==> src/rtl/stat_pkg.sv <==
// Shared types and default widths for the per-flow statistics block and its poller.
// No logic here; widths are also the defaults used by stat_pkt.
package stat_pkg;

  localparam int STAT_A_WIDTH = 3;
  localparam int STAT_D_WIDTH = 32;

  typedef enum logic [1:0] {
    ST_IDLE,
    ST_REQ,
    ST_WAIT,
    ST_PUSH
  } poll_state_t;

  typedef struct packed {
    logic [STAT_A_WIDTH-1:0] flow;
    logic [STAT_D_WIDTH-1:0] data;
    logic                    timeout;
    logic                    last;
  } stat_rec_t;

endpackage

==> src/rtl/stat_poll_timer.sv <==
// Period trigger, one-deep pending sweep request and overrun pulse for stat_poller.
// trig_o is combinational on the wrap cycle; pend_o/overrun_o update one cycle after a request.
module stat_poll_timer #(
  parameter int PERIOD = 1000
) (
  input  logic clk_i,
  input  logic rst_i,
  input  logic auto_ena_i,
  input  logic start_i,
  input  logic idle_i,
  output logic trig_o,
  output logic pend_o,
  output logic overrun_o
);

  localparam int              PW     = $clog2(PERIOD);
  localparam logic [PW-1:0]   P_LAST = PW'(PERIOD - 1);

  logic [PW-1:0] cnt;
  logic          req;

  assign trig_o = auto_ena_i && (cnt == P_LAST);
  assign req    = start_i || trig_o;

  always_ff @(posedge clk_i) begin
    if (!rst_i) begin
      cnt       <= '0;
      pend_o    <= 1'b0;
      overrun_o <= 1'b0;
    end else begin
      if (!auto_ena_i || (cnt == P_LAST)) begin
        cnt <= '0;
      end else begin
        cnt <= cnt + PW'(1);
      end

      overrun_o <= req && pend_o;

      // In IDLE the poller launches the sweep itself, so the request is consumed there.
      if (idle_i) begin
        pend_o <= 1'b0;
      end else if (req) begin
        pend_o <= 1'b1;
      end
    end
  end

endmodule

==> src/rtl/stat_poller.sv <==
// Sweeps all flows of stat_pkt and emits one flow-tagged record per flow; 1 + L + 1 cycles per flow.
// Records are held in PUSH until out_rdy_i; no new read is issued while the output is stalled.
module stat_poller
  import stat_pkg::*;
#(
  parameter int A_WIDTH = STAT_A_WIDTH,
  parameter int D_WIDTH = STAT_D_WIDTH,
  parameter int PERIOD  = 1000,
  parameter int TIMEOUT = 16
) (
  input  logic               clk_i,
  input  logic               rst_i,
  input  logic               start_i,
  input  logic               auto_ena_i,
  output logic               rd_stb_o,
  output logic [A_WIDTH-1:0] rd_flow_num_o,
  input  logic [D_WIDTH-1:0] rd_data_i,
  input  logic               rd_data_val_i,
  output logic [D_WIDTH-1:0] out_data_o,
  output logic [A_WIDTH-1:0] out_flow_o,
  output logic               out_timeout_o,
  output logic               out_last_o,
  output logic               out_val_o,
  input  logic               out_rdy_i,
  output logic               busy_o,
  output logic               overrun_o
);

  localparam int                 TW        = (TIMEOUT > 1) ? $clog2(TIMEOUT) : 1;
  localparam logic [TW-1:0]      TO_LAST   = TW'(TIMEOUT - 1);
  localparam logic [A_WIDTH-1:0] LAST_FLOW = '1;

  poll_state_t        state, state_n;
  logic [A_WIDTH-1:0] flow, flow_n;
  logic [TW-1:0]      tcnt, tcnt_n;
  logic [D_WIDTH-1:0] cap, cap_n;
  logic               to_flag, to_flag_n;
  logic               trig, pend, idle, push;

  assign idle = (state == ST_IDLE);
  assign push = (state == ST_PUSH);

  stat_poll_timer #(
    .PERIOD (PERIOD)
  ) u_timer (
    .clk_i      (clk_i),
    .rst_i      (rst_i),
    .auto_ena_i (auto_ena_i),
    .start_i    (start_i),
    .idle_i     (idle),
    .trig_o     (trig),
    .pend_o     (pend),
    .overrun_o  (overrun_o)
  );

  always_ff @(posedge clk_i) begin
    if (!rst_i) begin
      state   <= ST_IDLE;
      flow    <= '0;
      tcnt    <= '0;
      cap     <= '0;
      to_flag <= 1'b0;
    end else begin
      state   <= state_n;
      flow    <= flow_n;
      tcnt    <= tcnt_n;
      cap     <= cap_n;
      to_flag <= to_flag_n;
    end
  end

  always_comb begin
    state_n   = state;
    flow_n    = flow;
    tcnt_n    = tcnt;
    cap_n     = cap;
    to_flag_n = to_flag;
    case (state)
      ST_IDLE: begin
        flow_n = '0;
        if (start_i || trig || pend) begin
          state_n = ST_REQ;
        end
      end
      ST_REQ: begin
        tcnt_n  = '0;
        state_n = ST_WAIT;
      end
      // Responses are only accepted here, so a late one can never land on the next flow.
      ST_WAIT: begin
        if (rd_data_val_i) begin
          cap_n     = rd_data_i;
          to_flag_n = 1'b0;
          state_n   = ST_PUSH;
        end else if (tcnt == TO_LAST) begin
          cap_n     = '0;
          to_flag_n = 1'b1;
          state_n   = ST_PUSH;
        end else begin
          tcnt_n = tcnt + TW'(1);
        end
      end
      ST_PUSH: begin
        if (out_rdy_i) begin
          if (flow == LAST_FLOW) begin
            state_n = ST_IDLE;
          end else begin
            flow_n  = flow + A_WIDTH'(1);
            state_n = ST_REQ;
          end
        end
      end
      default: state_n = ST_IDLE;
    endcase
  end

  assign rd_stb_o      = (state == ST_REQ);
  assign rd_flow_num_o = rd_stb_o ? flow : '0;
  assign busy_o        = !idle;

  assign out_val_o     = push;
  assign out_data_o    = push ? cap : '0;
  assign out_flow_o    = push ? flow : '0;
  assign out_timeout_o = push && to_flag;
  assign out_last_o    = push && (flow == LAST_FLOW);

endmodule

==> config.mk <==
export PLATFORM = sky130hd
export DESIGN_NAME = stat_poller
export DESIGN_NICKNAME = d
export VERILOG_FILES = /design/src/rtl/stat_pkg.sv /design/src/rtl/stat_poll_timer.sv /design/src/rtl/stat_poller.sv
export SDC_FILE = /design/constraint.sdc
export NUM_CORES = 1
export LEC_CHECK = 0
export CAP_MARGIN = 20
export CORE_UTILIZATION = 49
export CTS_CLUSTER_DIAMETER = 30
export CTS_CLUSTER_SIZE = 28
export DETAILED_ROUTE_END_ITERATION = 12
export GPL_ROUTABILITY_DRIVEN = 1
export MAX_ROUTING_LAYER = met4
export PLACE_DENSITY_LB_ADDON = 0.08
export SKIP_CTS_REPAIR_TIMING = 1
export SYNTH_ARGS = -nofsm -noshare
export SYNTH_HDL_FRONTEND = slang
export SYNTH_SLANG_ARGS = --single-unit
==> constraint.sdc <==
create_clock -name clk_i -period 4.2 [get_ports clk_i]
set_clock_uncertainty 0.2 [all_clocks]
set_input_delay 1.05 -clock clk_i [delete_from_list [all_inputs] [get_ports clk_i]]
set_output_delay 1.05 -clock clk_i [all_outputs]
set_load 0.01 [all_outputs]
## Yosys cells after proc, flatten, opt, wreduce, memory -nomap -nowiden

Index checks and enable logic that the tools add are counted.
W data, S select, Z words.

| word-level totals | value |
|---|---|
| flip-flop bits (word level) | 54 |
| bits of input ports | 38 |

| operators by class | value |
|---|---|
| add/subtract/negate cells | 3 |
| eq/ne operators | 12 |
| muxes and demuxes | 19 |
| bitwise logic cells | 1 |
| reductions and logical operators | 19 |

Operators with widths:

| kind | number |
|---|---|
| $mux W32 | 3 |
| $mux W3 | 4 |
| $add A10 B1 Y10 const B | 1 |
| $eq A10 B10 Y1 const B | 1 |
| $reduce_and A3 Y1 | 3 |
| $mux W2 | 4 |
| $mux W4 | 2 |
| $ne A2 B2 Y1 const B | 4 |
| $pmux W2 S4 | 1 |
| $pmux W4 S2 | 1 |
| $pmux W3 S2 | 1 |
| $reduce_bool A2 Y1 | 3 |
| $add A4 B1 Y4 const B | 1 |
| $eq A2 B2 Y1 const B | 2 |
| $eq A4 B4 Y1 const B | 1 |
| $logic_and A1 B1 Y1 | 4 |
| $reduce_or A2 Y1 | 2 |
| $add A3 B1 Y3 const B | 1 |
| $eq A3 B3 Y1 const B | 1 |
| $logic_or A1 B1 Y1 | 3 |
| $mux W1 | 3 |
| $ne A3 B3 Y1 const B | 1 |
| $eq A2 B1 Y1 const B | 1 |
| $logic_not A1 Y1 | 2 |
| other kinds (4) | 4 |

## Logic depth before layout (Yosys ltp)

Gate-level depths: netlist (run 1).

| logic depth | value |
|---|---|
| depth in word-level cells | 6 |
| depth in mapped cells | 7 |
| gate-level depth less buffers | 6 |

## Modules after synthesis

Synthesis (run 1) repeated with hierarchy kept, for this count alone.

| second synthesis, totals | value |
|---|---|
| cell total of the unflattened synthesis | 250 |
| area, all modules | 2449.8 µm² |

Modules (own cells, without submodules):

| module | instances | cells an instance | area each (µm²) | seq. area each (µm²) |
|---|---|---|---|---|
| stat_poller | 1 | 191 | 1916.8 | 840.8 |
| stat_poll_timer | 1 | 59 | 533.0 | 240.2 |

## Worst setup path before layout (run 1)

OpenSTA, ideal clock, no wires.

| timing path | value |
|---|---|
| kind | register -> output |
| start point | reg state[0] |
| end point | out out_last_o |
| arrival time | 1.333 ns |
| data required time | 2.950 ns |
| path slack | 1.617 ns |
| cell stages (with the launch flop) | 5 |
| path buffers | 2 |
| cells stage by stage | dfxtp_1 ha_1 clkbuf_1 clkbuf_1 and2_1 |

| between the ends | value |
|---|---|
| cells in the longest elaborated chain, start to end | 2 |

RTL lines:

| item | RTL line | source |
|---|---|---|
| start, declared | stat_poller.sv:33 | `poll_state_t state, state_n;` |
| start signal, assigned | stat_poller.sv:64 | `state <= state_n;` |
| $eq A2 B2 Y1 | stat_poller.sv:41 | `assign push = (state == ST_PUSH);` |
| via out_val_o | stat_poller.sv:23 | `output logic out_val_o,` |
| $logic_and A1 B1 Y1 | stat_poller.sv:125 | `assign out_last_o = push && (flow == LAST_FLOW);` |
| end, declared | stat_poller.sv:22 | `output logic out_last_o,` |

The timed path passes the listed nets, and every way through them passes these cells.

## Worst setup path in the final report (run 1)

| timing path | value |
|---|---|
| start point | reg state[0] |
| end point | out out_data_o[18] |

| between the ends | value |
|---|---|
| cells in the longest elaborated chain, start to end | 2 |

RTL lines:

| item | RTL line | source |
|---|---|---|
| $eq A2 B2 Y1 | stat_poller.sv:41 |  |
| $mux W32 | stat_poller.sv:122 | `assign out_data_o = push ? cap : '0;` |
| end, declared | stat_poller.sv:19 | `output logic [D_WIDTH-1:0] out_data_o,` |

No other way between the ends.

==> results.tsv, run 1 <==
stage	metric	value	unit
timing	rsz0062_at_grt	false	
grt	antenna_found_initial	0	
die	die_area	5350	µm²
timing	drv_slew	0	
synth	async_flop_share	0	%
layout	antenna_cells	0	
synth	avgSynthCellArea	9.03	µm²
die	fp-row-count	25	
power_and_ir_drop	irDropWorstVdd	0.262	mV
layout	stdcell_area	3460	µm²
run_status	status	finished clean	
synth	synthesis.nets	321	
route	routed-wl-met2	2430	µm
synth	yosys.area_share.simple	29.1	%
cts	clkTransAtPathRegs	0.09	ns
die	initial_core_util	51.9	%
route	drcViolationCount	0	
cts	clk_root_buffer_cell	clkbuf_8	
synth	synth_top_area_cell	dfxtp_1	
route	m1WireLength	2420	µm
setup_path	critPathCaptureType	primary output	
synth	synth_top_family_by_area	simple AND/OR/NAND/NOR gates	
synth	synth_mux_area_share	0.403	%
setup_path	crit_fanout	24	
cts	cts_tree	yes	
grt	track_usage	20.9	%
synth	synth_compound_area_share	15.8	%
timing	tightest_slew	0.561	ns
timing	hold_viol	0	
setup_path	start_kind	flip-flop	
route	ant_nets	0	
cts	clk-insertion-delay-late	0.30	ns
place	dpl.hpwl	3490	µm
synth	syn_area	2480	µm²
route	dr.max_layer_used	met4	
layout	drive_gt1_share	4.56	%
grt	grt_first_pass_wirelength	8430	µm
timing	finalCritPeriodShare	81.8	%
route	dr.pass1.iters	4	
synth	ys_types	38	
timing	min_period	3.43	ns
worst_hold_path	worstHoldPathType	flip-flop to flip-flop	
timing	holdWs	0.252	ns
synth	yosysMostFrequentCell	dfxtp_1	
timing	slew_headroom	62.6	%
power_and_ir_drop	power_density	350	nW/µm²
place	dp_cells	410	
route	wl_per_cell	12.4	µm
timing	fin_setup_tns	0	ns
setup_path	arrival	2.18	ns
synth	yosys_warnings	0	
die	die_y	73.2	µm
place	place_ws	1.02	ns
die	core_area	4790	µm²
route	vias	2114	
route	wl_met3	268	µm
setup_path	required	2.95	ns
synth	synth-adder-area-share	4.03	%
grt	grt_pass1_vias	1841	
route	routed_wl	5180	µm
synth	yosys-top-cells-count	54 x dfxtp_1, 41 x and2_1, 34 x nor2b_1	
timing	setup_ws	0.766	ns
layout	nNetsFinal	396	
synth	synth_edf_count	0	
cts	cts_buffers	5	
synth	synth.top_cell.area_share	43.5	%
cts	clockBufferDepth	2	
synth	ys_seq_elements	54	
grt	grt_overflow	0	
power_and_ir_drop	p_leak	0.00122	µW
timing	fmax	291	MHz
cts	htreeDepth	2	
place	detailed_place.area	3360	µm²
layout	area_delta_synth_final	39.6	%
synth	synthCells	275	
route	drt-initial-drc-count	106	
grt	grt_max_degree	48	
layout	finalNonFillerCells	418	
die	num_io_pins	82	
timing	setup_viol	0	
die	dieWidth	73.2	µm
cts	cts.sinks	54	
run	drv_cap	0	
route	viasPerCell	5.06	
synth	netlist_top_cells_area	dfxtp_1 44%, and2_1 10%, a22oi_1 9.7%, nor2b_1 8.6%, ha_1 4.0%	
place	routabilityCongestion	0.836	
synth	seq_area_frac_synth	43.5	%
synth	ys.flop_type	dfxtp_1	
synth	synth_xor_area_share	2.82	%
setup_path	path_class	flip-flop to primary output	
place	port-buffer-count	81	
## critical path, stage by stage, from the launching register on
cell	delay (ns)
dfxtp_1	0.43
ha_1	0.55
buf_12	0.22
and2_1	0.14
clkdlybuf4s50_1	0.53
## layout by cell type (no fill, tap or decap), drive strengths merged, types with 2 or more instances in the layout
master	n
nand2	14
nand3	5
clkdlybuf4s50	81
buf	4
xor2	2
ha	8
a22oi	32
inv	8
clkbuf	5
nor2	15
a21oi	3
nand3b	2
and2	41
clkinv	2
a31oi	2
nor3	3
nand4b	2
dfxtp	54
nand2b	2
nor2b	34
nand4	5
a21boi	7
xnor2	6
## cells by family (layout without fill, tap and decap cells)
group                    count (synthesis)  after routing
flip-flops                              54             54
XOR/XNOR                                 8              8
multiplexers                             1              1
buffers and inverters                   25            101
AND/OR/NAND/NOR                        127            127
adder cells (fa/ha/maj)                  8              8
AO/OA/AOI/OAI                           52             52
## per-layer routing
layer	vias to the layer above	track usage [%]
li1	1082	-
met1	960	25.2
met2	67	34.3
met3	5	5.11
met4	0	6.54
met5	-	-
## where the power goes
group / switching [µW] / internal (µW)
clock: 166 / 176
sequential: 24.5 / 550
combinational: 149 / 149
total: 339 / 875
## registers in the layout, indices dropped and copies added (netlist names)
register,flops
u_timer.pend_o,1
u_timer.cnt,10
u_timer.overrun_o,1
to_flag,1
flow,3
cap,32
tcnt,4
state,2
## final timing paths
path	startpoint	endpoint	slack, ns	cells after the start
setup reg to reg	tcnt[0]$_SDFFE_PN0P_	tcnt[0]$_SDFFE_PN0P_	1.87	6
setup / recovery	state[0]$_SDFFE_PN0P_	out_data_o[18]	0.77	4
hold reg to reg	u_timer.pend_o$_SDFFE_PP0P_	u_timer.overrun_o$_SDFF_PN0_	0.25	2
hold / removal	u_timer.pend_o$_SDFFE_PP0P_	u_timer.overrun_o$_SDFF_PN0_	0.25	2
## cell type report
cell class	instances	area (µm²)
clock buffers	5	68.8
clock inverters	3	40.0
fillers	391	1320
inverters	8	30.0
multi-input cells	196	1290
flip-flops and latches	54	1080
well taps	67	83.8
repair buffers	85	866
## per-stage QoR
stage	utilization, %	total power, µW
2_1_floorplan	-	773
3_3_place_gp	70.1	882
3_5_place_dp	70.1	886
4_1_cts	72.4	1230
5_1_grt	72.4	1280
6_report	72.4	1210
Note: power is estimated with default switching activity, not from simulation.
==> inputs of run 2 (changes only) <==
Settings changed: CORE_UTILIZATION 49 to 46.
Clock period 4.2 ns to 3.5 ns, I/O delays scaled along.
==> run 2 against run 1 <==
  * Largest power group unchanged
  * Sequential power is 20% higher
  * Critical path type unchanged
  * Sequential cell count did not move
  * Critical endpoint is now out_data_o[13]
  * Highest routed layer unchanged
  * Clock power rose by 20%
  * Largest cell class unchanged
==> results.tsv, run 2 (synthesized netlist as in run 1, its figures left out) <==
stage	metric	value	unit	change
run_status	status	finished clean		
route	drt-initial-drc-count	106		unchanged
setup_path	path_class	flip-flop to primary output		
power_and_ir_drop	sequentialPowerShare	47.3	%	about the same
route	drcViolationCount	0		unchanged
grt	grt_first_pass_wirelength	8670	µm	+2.9%
route	ant_nets	0		unchanged
place	dpl.hpwl	3780	µm	+8.5%
cts	clk_root_buffer_cell	clkbuf_8		
setup_path	crit_fanout	23		-4.2%
place	port-buffer-count	81		unchanged
die	die_area	5690	µm²	+6.3%
power_and_ir_drop	p_int	1050	µW	+20%
layout	regMostFlops	cap		
route	viasPerCell	5.08		+0.41%
timing	hold_viol	0		unchanged
power_and_ir_drop	combPwrFrac	24.6	%	about the same
die	die_y	75.5	µm	+3.1%
cts	clockBufferDepth	2		unchanged
timing	setup_viol	0		unchanged
layout	drive_gt1_share	5.10	%	+0.54 points
layout	nNetsFinal	398		+0.51%
die	fp-row-count	26		+4.0%
cts	cts_buffers	5		unchanged
grt	grt_pass1_vias	2011		+9.2%
timing	rsz0062_at_grt	false		
layout	final_common_cell	clkdlybuf4s50_1		
route	routed_wl	5490	µm	+6.0%
die	dieWidth	75.5	µm	+3.1%
cts	htreeDepth	2		unchanged
layout	largest_reg_flops	32		unchanged
die	initial_core_util	48.3	%	-3.6 points
power_and_ir_drop	clkPwrFrac	28.1	%	about the same
setup_path	crit_path_cell_trace	ha_1, buf_4, and2_1, clkdlybuf4s50_1		
layout	antenna_cells	0		unchanged
layout	fin_util	67.3	%	-5.1 points
grt	track_usage	20.5	%	-0.34 points
cts	clk-insertion-delay-late	0.31	ns	about the same
cts	clkTransAtPathRegs	0.09	ns	about the same
run	drv_cap	0		unchanged
die	num_io_pins	82		unchanged
cts	cts.sinks	54		unchanged
die	core_area	5140	µm²	+7.4%
power_and_ir_drop	irDropWorstVdd	0.285	mV	+9.0%
timing	fin_setup_tns	0	ns	unchanged
place	routabilityCongestion	0.887		+6.1%
setup_path	cp_slowest_stage_delay	0.56	ns	about the same
setup_path	critPathCaptureType	primary output		
timing	finalCritPeriodShare	84.2	%	
route	vias	2148		+1.6%
timing	drv_slew	0		unchanged
power_and_ir_drop	switching_share	28.3	%	+0.39 points
timing	slew_headroom	62.0	%	-0.61 points
setup_path	arrival	1.87	ns	-0.31 ns
setup_path	required	2.42	ns	-0.53 ns
power_and_ir_drop	power_density	422	nW/µm²	+20%
setup_path	start_kind	flip-flop		
timing	min_period	2.95	ns	
timing	tightest_slew	0.570	ns	+0.00914 ns
grt	grt_overflow	0		unchanged
grt	grt_max_degree	47		-2.1%
power_and_ir_drop	p_leak	0.00122	µW	about the same
route	dr.pass1.iters	4		unchanged
layout	layout_common_cells	81 x clkdlybuf4s50_1, 54 x dfxtp_1, 41 x and2_1		
cts	cts_tree	yes		
grt	antenna_found_initial	0		unchanged
power_and_ir_drop	switchingPower	413	µW	+22%
layout	top_regs	cap: 32 flops, u_timer.cnt: 10 flops, tcnt: 4 flops		
setup_path	cp_slowest_cell	clkdlybuf4s50_1		
timing	fmax	339	MHz	
route	wl_per_cell	13.0	µm	+4.8%
layout	area_delta_synth_final	39.3	%	
worst_hold_path	worstHoldPathType	flip-flop to flip-flop		
==> run 2: changes by cell type in the layout (fill, tap and decap cells not counted), sizes merged <==
| cell | delta |
|---|---|
| buf | +2 |
==> run 2: path summary, 6_finish.rpt <==
check / startpoint / end / slack, ns / cells after the start
min reg2reg: u_timer.pend_o$_SDFFE_PP0P_ / u_timer.overrun_o$_SDFF_PN0_ / 0.25 / 2
max reg2reg: tcnt[0]$_SDFFE_PN0P_ / cap[16]$_SDFFE_PN0P_ / 1.24 / 6
min: u_timer.pend_o$_SDFFE_PP0P_ / u_timer.overrun_o$_SDFF_PN0_ / 0.25 / 2
max: state[0]$_SDFFE_PN0P_ / out_data_o[13] / 0.55 / 4
==> run 2: layer usage <==
metal  share of wire, %  GRT usage, %  vias to the layer above
met3                5.9          5.03                        7
met2                 48          34.1                       62
met4                1.3          6.17                        0
met1                 44          24.7                      990
li1                   -             -                     1089
met5                  0             -                        -
==> run 2: final cells by class <==
cell class	instances	area, µm²
repair buffers	87	856
multi-input cells	196	1290
flip-flops and latches	54	1080
fillers	460	1680
clock buffers	5	68.8
inverters	8	30.0
clock inverters	3	40.0
well taps	70	87.6
==> run 2: critical path: cells and delay by family (launching register included) <==
family	cells	cell delay (ns)
flops	1	0.42
simple gates	1	0.16
fa+ha+maj	1	0.19
buf+inv	2	0.79
==> run 2: power groups by stage <==
stage                     logic [µW]  clock network, µW  registers (µW)
after CTS                        362                421             690
after global routing             399                447             697
after detailed placement         359                  0             704
final                            359                410             690
after global placement           353                  0             702
after floorplan                  231                  0             697
==> run 2: per-stage QoR <==
stage	instance area, µm²	instances	setup WS [ns]	power, µW	hold WS, ns
2_1_floorplan	2480	275	1.09	928	0.223
3_3_place_gp	3350	415	0.621	1060	0.231
3_5_place_dp	3350	415	0.525	1060	0.241
4_1_cts	3460	423	0.534	1470	0.254
5_1_grt	3460	423	0.455	1540	0.293
6_report	3460	423	0.551	1460	0.250
